[config.mk]
export PLATFORM = sky130hd
export DESIGN_NAME = button_event_ctrl
export DESIGN_NICKNAME = d
export VERILOG_FILES = /design/src/rtl/btn_evt_pkg.sv /design/src/rtl/btn_press_tracker.sv /design/src/rtl/button_event_ctrl.sv
export SDC_FILE = /design/constraint.sdc
export NUM_CORES = 1
export LEC_CHECK = 0
export ABC_AREA = 1
export CAP_MARGIN = 15
export CELL_PAD_IN_SITES_DETAIL_PLACEMENT = 1
export CELL_PAD_IN_SITES_GLOBAL_PLACEMENT = 2
export CORE_ASPECT_RATIO = 1.75
export CORE_MARGIN = 2
export CORE_UTILIZATION = 37
export DETAILED_ROUTE_END_ITERATION = 10
export MAX_ROUTING_LAYER = met4
export PLACE_DENSITY = 0.77
export SETUP_SLACK_MARGIN = 0.15
export SLEW_MARGIN = 20
export SYNTH_ARGS = -nofsm -noshare
export SYNTH_HDL_FRONTEND = slang
export SYNTH_SLANG_ARGS = --single-unit
[constraint.sdc]
create_clock -name Clk -period 2.8 [get_ports Clk]
set_input_delay 0.56 -clock Clk [delete_from_list [all_inputs] [get_ports Clk]]
set_output_delay 0.56 -clock Clk [all_outputs]
set_load 0.05 [all_outputs]
[src/rtl/btn_evt_pkg.sv]
// Shared types for the button event controller.
//   evt_type_t : event code carried on the event port
//   state_t    : per-button press tracker state
//   id_width() : width of a button index (minimum 1 bit)
package btn_evt_pkg;

   typedef enum logic [1:0] {
      EVT_NONE   = 2'd0,
      EVT_SHORT  = 2'd1,
      EVT_LONG   = 2'd2,
      EVT_REPEAT = 2'd3
   } evt_type_t;

   typedef enum logic [1:0] {
      IDLE  = 2'd0,
      HELD  = 2'd1,
      LONGH = 2'd2
   } state_t;

   function automatic int id_width(input int n);
      return (n > 1) ? $clog2(n) : 1;
   endfunction

endpackage

[src/rtl/btn_press_tracker.sv]
// Per-button press classifier. Emits a one-cycle strobe with an event type
// the cycle after a button edge or hold threshold.
//   clk_i, rst_ni : clock, async active-low reset
//   btn_i         : debounced button level, 1 = pressed
//   emit_o        : event strobe
//   type_o        : event type, valid with emit_o
// Optional: BTN_AUTOREPEAT_EN enables REPEAT events while held after LONG.
module btn_press_tracker
   import btn_evt_pkg::*;
#(
   parameter int LONG_CYCLES   = 8,
`ifdef BTN_AUTOREPEAT_EN
   parameter int REPEAT_CYCLES = 4,
`endif
   parameter int CNT_W         = 25
) (
   input  logic      clk_i,
   input  logic      rst_ni,
   input  logic      btn_i,
   output logic      emit_o,
   output evt_type_t type_o
);

   localparam logic [CNT_W-1:0] LONG_LAST = CNT_W'(LONG_CYCLES - 1);
`ifdef BTN_AUTOREPEAT_EN
   localparam logic [CNT_W-1:0] REP_LAST  = CNT_W'(REPEAT_CYCLES - 1);
`endif

   state_t           state_q, state_d;
   logic [CNT_W-1:0] cnt_q, cnt_d;
   logic             btn_q;
   logic             emit_q, emit_d;
   evt_type_t        type_q, type_d;
   logic             rise, fall;

   assign rise = btn_i & ~btn_q;
   assign fall = ~btn_i & btn_q;

   always_comb begin
      state_d = state_q;
      cnt_d   = cnt_q;
      emit_d  = 1'b0;
      type_d  = type_q;
      case (state_q)
         IDLE: begin
            if (rise) begin
               state_d = HELD;
               cnt_d   = '0;
            end
         end
         HELD: begin
            // Release is checked first so a release on the threshold cycle
            // still counts as a short press.
            if (fall) begin
               state_d = IDLE;
               cnt_d   = '0;
               emit_d  = 1'b1;
               type_d  = EVT_SHORT;
            end else if (cnt_q == LONG_LAST) begin
               state_d = LONGH;
               cnt_d   = '0;
               emit_d  = 1'b1;
               type_d  = EVT_LONG;
            end else begin
               cnt_d = cnt_q + 1'b1;
            end
         end
         LONGH: begin
            if (fall) begin
               state_d = IDLE;
               cnt_d   = '0;
            end
`ifdef BTN_AUTOREPEAT_EN
            else if (cnt_q == REP_LAST) begin
               cnt_d  = '0;
               emit_d = 1'b1;
               type_d = EVT_REPEAT;
            end else begin
               cnt_d = cnt_q + 1'b1;
            end
`endif
         end
         default: begin
            state_d = IDLE;
            cnt_d   = '0;
         end
      endcase
   end

   always_ff @(posedge clk_i or negedge rst_ni) begin
      if (!rst_ni) begin
         state_q <= IDLE;
         cnt_q   <= '0;
         btn_q   <= 1'b0;
         emit_q  <= 1'b0;
         type_q  <= EVT_NONE;
      end else begin
         state_q <= state_d;
         cnt_q   <= cnt_d;
         btn_q   <= btn_i;
         emit_q  <= emit_d;
         type_q  <= type_d;
      end
   end

   assign emit_o = emit_q;
   assign type_o = type_q;

endmodule

[src/rtl/button_event_ctrl.sv]
// Button event controller: per-button press trackers feed one pending slot
// each; a round-robin arbiter serializes them onto a valid/ready event port.
//   Clk, Reset_n         : clock, async active-low reset
//   btn[N_BTN]           : debounced button levels
//   evt_valid/evt_ready  : event handshake
//   evt_id, evt_type     : source button and event code
//   evt_ovf / ovf_clr    : sticky dropped-event flag and its clear
// Optional: BTN_AUTOREPEAT_EN enables REPEAT events (uses REPEAT_CYCLES).
module button_event_ctrl
   import btn_evt_pkg::*;
#(
   parameter int N_BTN         = 4,
   parameter int LONG_CYCLES   = 25_000_000,
   parameter int REPEAT_CYCLES = 5_000_000,
   parameter int CNT_W         = 25,
   localparam int ID_W         = id_width(N_BTN)
) (
   input  logic             Clk,
   input  logic             Reset_n,
   input  logic [N_BTN-1:0] btn,
   output logic             evt_valid,
   input  logic             evt_ready,
   output logic [ID_W-1:0]  evt_id,
   output evt_type_t        evt_type,
   output logic             evt_ovf,
   input  logic             ovf_clr
);

   // Largest hold count the counter must reach; the named block below only
   // elaborates when CNT_W is too narrow, making the misconfiguration visible
   // in the hierarchy.
   localparam longint MAX_CYC = (LONG_CYCLES > REPEAT_CYCLES) ? LONG_CYCLES : REPEAT_CYCLES;
   if ((MAX_CYC >> CNT_W) != 0) begin : g_cnt_w_too_small
   end

   logic      [N_BTN-1:0] emit;
   evt_type_t [N_BTN-1:0] emit_type;

   for (genvar i = 0; i < N_BTN; i++) begin : g_trk
      btn_press_tracker #(
         .LONG_CYCLES  (LONG_CYCLES),
`ifdef BTN_AUTOREPEAT_EN
         .REPEAT_CYCLES(REPEAT_CYCLES),
`endif
         .CNT_W        (CNT_W)
      ) u_trk (
         .clk_i (Clk),
         .rst_ni(Reset_n),
         .btn_i (btn[i]),
         .emit_o(emit[i]),
         .type_o(emit_type[i])
      );
   end

   logic      [N_BTN-1:0] pend_q, pend_d;
   evt_type_t [N_BTN-1:0] pend_type_q, pend_type_d;
   logic                  evt_valid_q;
   logic      [ID_W-1:0]  evt_id_q, rr_ptr_q, rr_next;
   evt_type_t             evt_type_q, grant_type;
   logic                  ovf_q, drop, free, grant_any;
   logic      [ID_W-1:0]  grant_id, idx;
   logic      [N_BTN-1:0] grant_oh;
   int                    tmp;

   assign free = ~evt_valid_q | evt_ready;

   // A fresh strobe counts as a request too, so an idle button reaches the
   // port two cycles after its edge instead of three.
   always_comb begin
      grant_any = 1'b0;
      grant_id  = '0;
      grant_oh  = '0;
      idx       = '0;
      tmp       = 0;
      if (free) begin
         for (int k = 0; k < N_BTN; k++) begin
            tmp = int'(rr_ptr_q) + k;
            if (tmp >= N_BTN) tmp = tmp - N_BTN;
            idx = ID_W'(tmp);
            if (!grant_any && (pend_q[idx] || emit[idx])) begin
               grant_any     = 1'b1;
               grant_id      = idx;
               grant_oh[idx] = 1'b1;
            end
         end
      end
   end

   // The slot holds the older event, so it goes out before a same-cycle strobe.
   assign grant_type = pend_q[grant_id] ? pend_type_q[grant_id] : emit_type[grant_id];
   assign rr_next    = (grant_id == ID_W'(N_BTN - 1)) ? '0 : grant_id + 1'b1;

   always_comb begin
      pend_d      = pend_q;
      pend_type_d = pend_type_q;
      drop        = 1'b0;
      for (int k = 0; k < N_BTN; k++) begin
         if (grant_oh[k]) begin
            // Granted: a strobe either bypassed an empty slot or refills it.
            pend_d[k] = pend_q[k] & emit[k];
            if (emit[k]) pend_type_d[k] = emit_type[k];
         end else if (emit[k]) begin
            if (pend_q[k]) begin
               drop = 1'b1;
            end else begin
               pend_d[k]      = 1'b1;
               pend_type_d[k] = emit_type[k];
            end
         end
      end
   end

   always_ff @(posedge Clk or negedge Reset_n) begin
      if (!Reset_n) begin
         pend_q      <= '0;
         pend_type_q <= {N_BTN{EVT_NONE}};
         evt_valid_q <= 1'b0;
         evt_id_q    <= '0;
         evt_type_q  <= EVT_NONE;
         rr_ptr_q    <= '0;
         ovf_q       <= 1'b0;
      end else begin
         pend_q      <= pend_d;
         pend_type_q <= pend_type_d;
         if (free) begin
            evt_valid_q <= grant_any;
            if (grant_any) begin
               evt_id_q   <= grant_id;
               evt_type_q <= grant_type;
               rr_ptr_q   <= rr_next;
            end
         end
         if (drop)         ovf_q <= 1'b1;
         else if (ovf_clr) ovf_q <= 1'b0;
      end
   end

   assign evt_valid = evt_valid_q;
   assign evt_id    = evt_id_q;
   assign evt_type  = evt_type_q;
   assign evt_ovf   = ovf_q;

endmodule

# [Word-level counts from Yosys, hierarchy flattened]
# Index checks and enable logic that the tools add are counted.
[word_totals] ff_bits=144 wordCells=311 in_bits=8 output_inout_bits=6
[classes] n_bitwise=25 reduce_logical=44 magnitude_cmp=13 n_eq_ne=29 mux=155 add_sub_neg=12
[op_table] cell="$mux 25" n=16
[op_table] cell="$pmux 25 s3" n=4
[op_table] cell="$mux 2" n=53
[op_table] cell="$add 25x1->25 const B" n=4
[op_table] cell="$eq 25x25->1 const B" n=4
[op_table] cell="$mux 1" n=55
[op_table] cell="$mux 4" n=8
[op_table] cell="$reduce_and 2->1" n=13
[op_table] cell="$ne 2x1->1 const B" n=12
[op_table] cell="$pmux 2 s3" n=4
[op_table] cell="$bmux 1 s2" n=9
[op_table] cell="$reduce_bool 2->1" n=9
[op_table] cell="$lt 2x3->1 const B" n=5
[op_table] cell="$and 1x1->1" n=12
[op_table] cell="$ne 3x1->1 const B" n=4
[op_table] cell="$or 4x4->4" n=3
[op_table] cell="$reduce_and 3->1" n=4
[op_table] cell="$eq 2x2->1 const B" n=5
[op_table] cell="$ge 3x3->1 const B" n=3
[op_table] cell="$not 1->1" n=9
[op_table] cell="$bmux 2 s2" n=2
[op_table] cell="$demux 1 s2" n=4
[op_table] cell="$eq 2x1->1 const B" n=4
[op_table] cell="$ge 2x1->1 const B" n=4
[op_table] cell="10 further kinds" n=28

# [Longest topological paths before layout]
[logic_depth] depth_word=31 mapped_depth=18 mapped_depth_nobuf=17

# [Cells and area by module]
# Synthesis repeated with hierarchy kept, for this count alone.
[unflattened] hier_cells=1349 area_unflattened_um2=9193.8
[by_module_without_submodules] mod="btn_press_tracker" instances=4 area_per_inst_um2=1848.0 seq_area_each_um2=775.7 cells_each=269
[by_module_without_submodules] mod="button_event_ctrl" instances=1 area_per_inst_um2=1801.7 seq_area_each_um2=500.5 cells_each=273

# [Worst setup path before layout]
# No wires, ideal clock.
[synth_path] path_type="reg-to-reg" from="register rr_ptr_q[0]" to="register rr_ptr_q[1]" stages_incl_launch_ff=17 t_arrival_ns=2.275 period_less_slack_ns=2.404 n_path_buf=2 required_ns=2.672 setup_slack_ns=0.396 setup_ns=0.128 path_cell_list="dfrtp_1 inv_2 buf_6 ha_1 inv_1 nand3_2 nand2_4 nor2_4 nand3_2 nand2_4 inv_6 nand2_8 buf_6 inv_1 ha_1 nand2_1 o21ai_0"
[synth_between] elab_chain_len=22 word_cells_on_any_way=62 cone_classes="add/sub (8); order compare (4); eq/ne (1); mux (38); reduce/logical (11)"
[synth_lines] item="from (decl)" line_no="button_event_ctrl.sv:58" source="logic [ID_W-1:0] evt_id_q, rr_ptr_q, rr_next;"
[synth_lines] item="from (signal assigned)" line_no="button_event_ctrl.sv:130" source="rr_ptr_q <= rr_next;"
[synth_lines] item="$ge 2x3->1 / $sub 2x1->2 (equally long branches)" line_no="button_event_ctrl.sv:78" source="if (tmp >= N_BTN) tmp = tmp - N_BTN;"
[synth_lines] item="$mux 2" line_no="button_event_ctrl.sv:78"
[synth_lines] item="$mux 2" line_no="button_event_ctrl.sv:75" source="if (free) begin"
[synth_lines] item="$bmux 1 s2" line_no="button_event_ctrl.sv:80" source="if (!grant_any && (pend_q[idx] || emit[idx])) begin"
[synth_lines] item="$mux 1 (implied by the code)" line_no="button_event_ctrl.sv:80"
[synth_lines] item="$logic_or 1x1->1" line_no="button_event_ctrl.sv:80"
[synth_lines] item="$mux 1" line_no="button_event_ctrl.sv:80"
[synth_lines] item="$mux 1" line_no="button_event_ctrl.sv:75"
[synth_lines] item="[... 8 more ...]"
[synth_lines] item="$logic_not 1->1" line_no="button_event_ctrl.sv:80"
[synth_lines] item="$logic_and 1x1->1" line_no="button_event_ctrl.sv:80"
[synth_lines] item="$mux 2 *" line_no="button_event_ctrl.sv:80"
[synth_lines] item="$mux 2 *" line_no="button_event_ctrl.sv:75"
[synth_lines] item="net grant_id[0]" line_no="button_event_ctrl.sv:61" source="logic [ID_W-1:0] grant_id, idx;"
[synth_lines] item="$add 2x1->2 / $eq 2x2->1 (equally long branches)" line_no="button_event_ctrl.sv:91" source="assign rr_next = (grant_id == ID_W'(N_BTN - 1)) ? '0 : grant_id + 1'b1;"
[synth_lines] item="$mux 2 *" line_no="button_event_ctrl.sv:91"
[synth_lines] item="net rr_next[1]" line_no="button_event_ctrl.sv:58"
# The timed path passes the listed nets; every way through them passes the cells marked *. The select of a mux whose other input is x is not followed.
# A chain may end at the register's enable or synchronous reset.

# [Final worst setup path]
[layout_path] from="register g_trk[1].u_trk.cnt_q[0]" to="register g_trk[1].u_trk.cnt_q[14]"
[layout_between] elab_chain_len=4 word_cells_on_any_way=5 cone_classes="add/sub (1); eq/ne (1); mux (3)"
[layout_lines] item="from (decl)" line_no="btn_press_tracker.sv:30" source="logic [CNT_W-1:0] cnt_q, cnt_d;"
[layout_lines] item="from (signal assigned)" line_no="btn_press_tracker.sv:99" source="cnt_q <= cnt_d;"
[layout_lines] item="$add 25x1->25 / $eq 25x25->1 (equally long branches)" line_no="btn_press_tracker.sv:65, btn_press_tracker.sv:59"
[layout_lines] item="$mux 25 *" line_no="btn_press_tracker.sv:59" source="end else if (cnt_q == LONG_LAST) begin"
[layout_lines] item="$mux 25 *" line_no="btn_press_tracker.sv:54" source="if (fall) begin"
[layout_lines] item="$pmux 25 s3 *" line_no="btn_press_tracker.sv:44" source="case (state_q)"
# Mark *: on every way between the ends. The rest lies on a longest branch, timed or not.

==> reports/metrics.cfg <==
[run_status]
status=completed

[clock_network]
clkSinkCount=144
worstSkewPairLatency_ns=0.44
cts_buffer_depth=2
path_clk_slew_ns=0.06
post_cts_buffers=0
cts_tree=yes
cts_buffers=17
htree_levels=4
clk_root_buffer_cell=clkbuf_16
cts_hold_buf=0
cts_resized=0

[critical_path]
cp-start-kind=flop
ff2ff_setup_slack_ns=0.42
r2r-start=g_trk[1].u_trk.cnt_q[0]
required_ns=3.11
cp_data_arrival_time_ns=2.69
startpoint=g_trk[1].u_trk.cnt_q[0]
cp_slowest_stage_delay_ns=0.36
cp-end-kind=flop
endpoint=g_trk[1].u_trk.cnt_q[14]
r2r_end=g_trk[1].u_trk.cnt_q[14]
critPathMaxFanout=12
worstPathCellList=ha_1 > inv_1 > nor3_1 > nand4_1 > nor3_1 > nand4_1 > nand3_1 > nand2_1 > buf_4 > o31ai_1 > a21oi_1
crit_type=flop to flop
rr_worst_depth=11
crit_slowest_cell=dfrtp_1

[power]
cellInternalPower_uw=5210
clkPwrFrac=0.269
comb_power_share=0.435
p_leak_uw=0.004297
vdd_ir_drop_max_v=0.0004482
cellPowerDensity_nw_per_um2=967.4
sequentialPowerShare=0.296
p_sw_frac=0.4231
p_sw_uw=3821

[timing]
fmax_ghz=0.4202
worst_slew_pin_slew_ns=0.6243
max_slew_margin=0.5806
skew_ns=0.006263
fin_crit_ns=2.380
rsz0062_at_grt=no
period_share=0.8499
hold_viol=0
slew_viol_final=0
tns_ns=0
finalSetupViolCount=0

[floorplanning]
die_area_um2=22890
pin_count=14
core.rowCount=71
die_x_um=115.2
initial_core_util=0.3741
core_um2=21410
die_y_um=198.6

[synth]
yosys.area.top_type=dfrtp_1
syn_area_per_cell_um2=7.478
synth_area_um2=8009
synth_edf_count=0
yosysUniqueCellTypes=48
yosysSeqAreaShare=0.4499
synth-warning-count=0
syn_inst=1071
synth_top_area_frac=0.4499
ys.flop_type=dfrtp_1
synth_seq_cells=144
async_flop_share=1.000
synth_nets=1092
synthTopCellsByArea=dfrtp_1 (45%), nand2_1 (13%), inv_1 (6.7%), nor2_1 (5.0%), nand3_1 (4.0%)

[finish]
layout.nets=1148
final_cell_mix=nand2_1 (286), inv_1 (144), dfrtp_1 (144)
final_cells=1432
area_delta_synth_final_pct=16.56
drive_above_1_share=0.09649
diodes=0
design_area_um2=9335
final_common_cell=nand2_1

[global_routing]
grt_max_degree=51
grt_overflow=0
grt_usage=0.2155
grt_pass1_wl_um=37450
grt_pass1_vias=7802
antenna_found_initial=0

[route]
routedWlPerCell_um=15.39
dr.pass1.iters=4
drt_iter0_drc=245
drt-total-wl_um=22040
num_vias=7139
drc=0
vias_per_cell=4.985
final_antenna_net_count=0

[placed_design]
place_inst=1400
place.gp.congestion=0.8340
place.port_buffers=13
dpl.hpwl_um=16870
place_area_um2=8713

[job]
max_cap_viol_count=0

[worst_hold_path]
hp-class=primary input to async pin

## stage by stage
stage | power, µW | worst slack (ns) | utilization | hold WS, ns
detailed placement | 6712 | 0.09701 | 0.4070 | 0.4645
global placement | 6648 | 0.1347 | 0.4070 | 0.4666
finish | 9031 | 0.4202 | 0.4360 | 0.07894
CTS | 9191 | 0.3880 | 0.4359 | 0.07811
floorplan | 5444 | 0.3962 | - | 0.2644
global route | 9789 | 0.1517 | 0.4360 | 0.09638
## metal layers
metal | track usage | vias to the layer above | routed length (µm)
met5 | - | - | 0
met1 | 0.2125 | 3467 | 8584
met4 | 0.07497 | 0 | 517
met2 | 0.4133 | 59 | 12570
li1 | - | 3582 | -
met3 | 0.03931 | 31 | 365
## worst min-delay path by stage
stage                            from          end  cells past startpoint
after CTS                     Reset_n  rr_ptr_q[1]                      1
after global placement    evt_type[1]  evt_type[1]                      2
after global routing          Reset_n  rr_ptr_q[1]                      1
final                         Reset_n  rr_ptr_q[1]                      1
after floorplan               Reset_n    evt_id[0]                      0
after detailed placement  evt_type[1]  evt_type[1]                      2
## worst max-delay path, delay by kind of cell (launching register included)
family	cells	cell delay (ns)
adders and majority gates	1	0.16
AOI/OAI and AO/OA	2	0.21
DFF	1	0.36
and+or+nand+nor	6	1.24
buffers and inverters	2	0.28
## state kept, by name, summed over array words and instances (netlist names)
register and flops:
g_trk.u_trk.cnt_q 100, g_trk.u_trk.state_q 8, g_trk.u_trk.type_o 8, pend_type_q 8
g_trk.u_trk.btn_q 4, g_trk.u_trk.emit_o 4, pend_q 4, evt_id 2
evt_type 2, rr_ptr_q 2, evt_ovf 1, evt_valid 1
## synthesized netlist by cell type (2+ instances only)
cell / n
buf_2: 3
ha_1: 13
a211oi_1: 4
mux2i_1: 2
nor4_1: 13
nor3_1: 38
a2bb2oi_1: 2
nor2_1: 106
and3_1: 2
nand3b_1: 3
inv_1: 144
nand2_2: 4
o21a_1: 4
a31oi_1: 5
xor2_1: 12
nor3_2: 7
dfrtp_1: 144
inv_2: 7
nand4_1: 19
buf_6: 2
nor2_2: 5
o21ai_1: 11
nand3_1: 64
o31ai_1: 2
nand2_4: 4
nand2_1: 286
clkbuf_1: 4
nand3_2: 5
clkinv_1: 4
buf_4: 3
nor3b_1: 7
o21ai_2: 3
a21oi_1: 59
o21bai_1: 2
xnor2_1: 2
o21ai_0: 64
## area by class of cell
class                   count  area [µm²]
inverters                 156       590.6
repair buffers             49       414.1
clock inverters            14       190.2
flip-flops and latches    144        3603
well taps                 292       365.4
fillers                  2680       12070
multi-input cells         759        3742
clock buffers              18       429.2
## power groups by stage
stage | sequential, µW | clock, µW | combinational [µW]
floorplan | 2780 | 0 | 2660
global placement | 2700 | 0 | 3940
detailed placement | 2710 | 0 | 4000
CTS | 2680 | 2500 | 4020
global route | 2720 | 2580 | 4480
finish | 2670 | 2430 | 3930
## cell families after synthesis
family,Yosys count,synth area share
adder cells (fa/ha/maj),13,0.02031
AO/OA/AOI/OAI,162,0.1108
multiplexers,2,0.002500
XOR/XNOR,14,0.01531
AND/OR/NAND/NOR,568,0.3181
buffers and inverters,168,0.08311
flip-flops,144,0.4499
No activity file was read; power rests on OpenSTA's default activity.
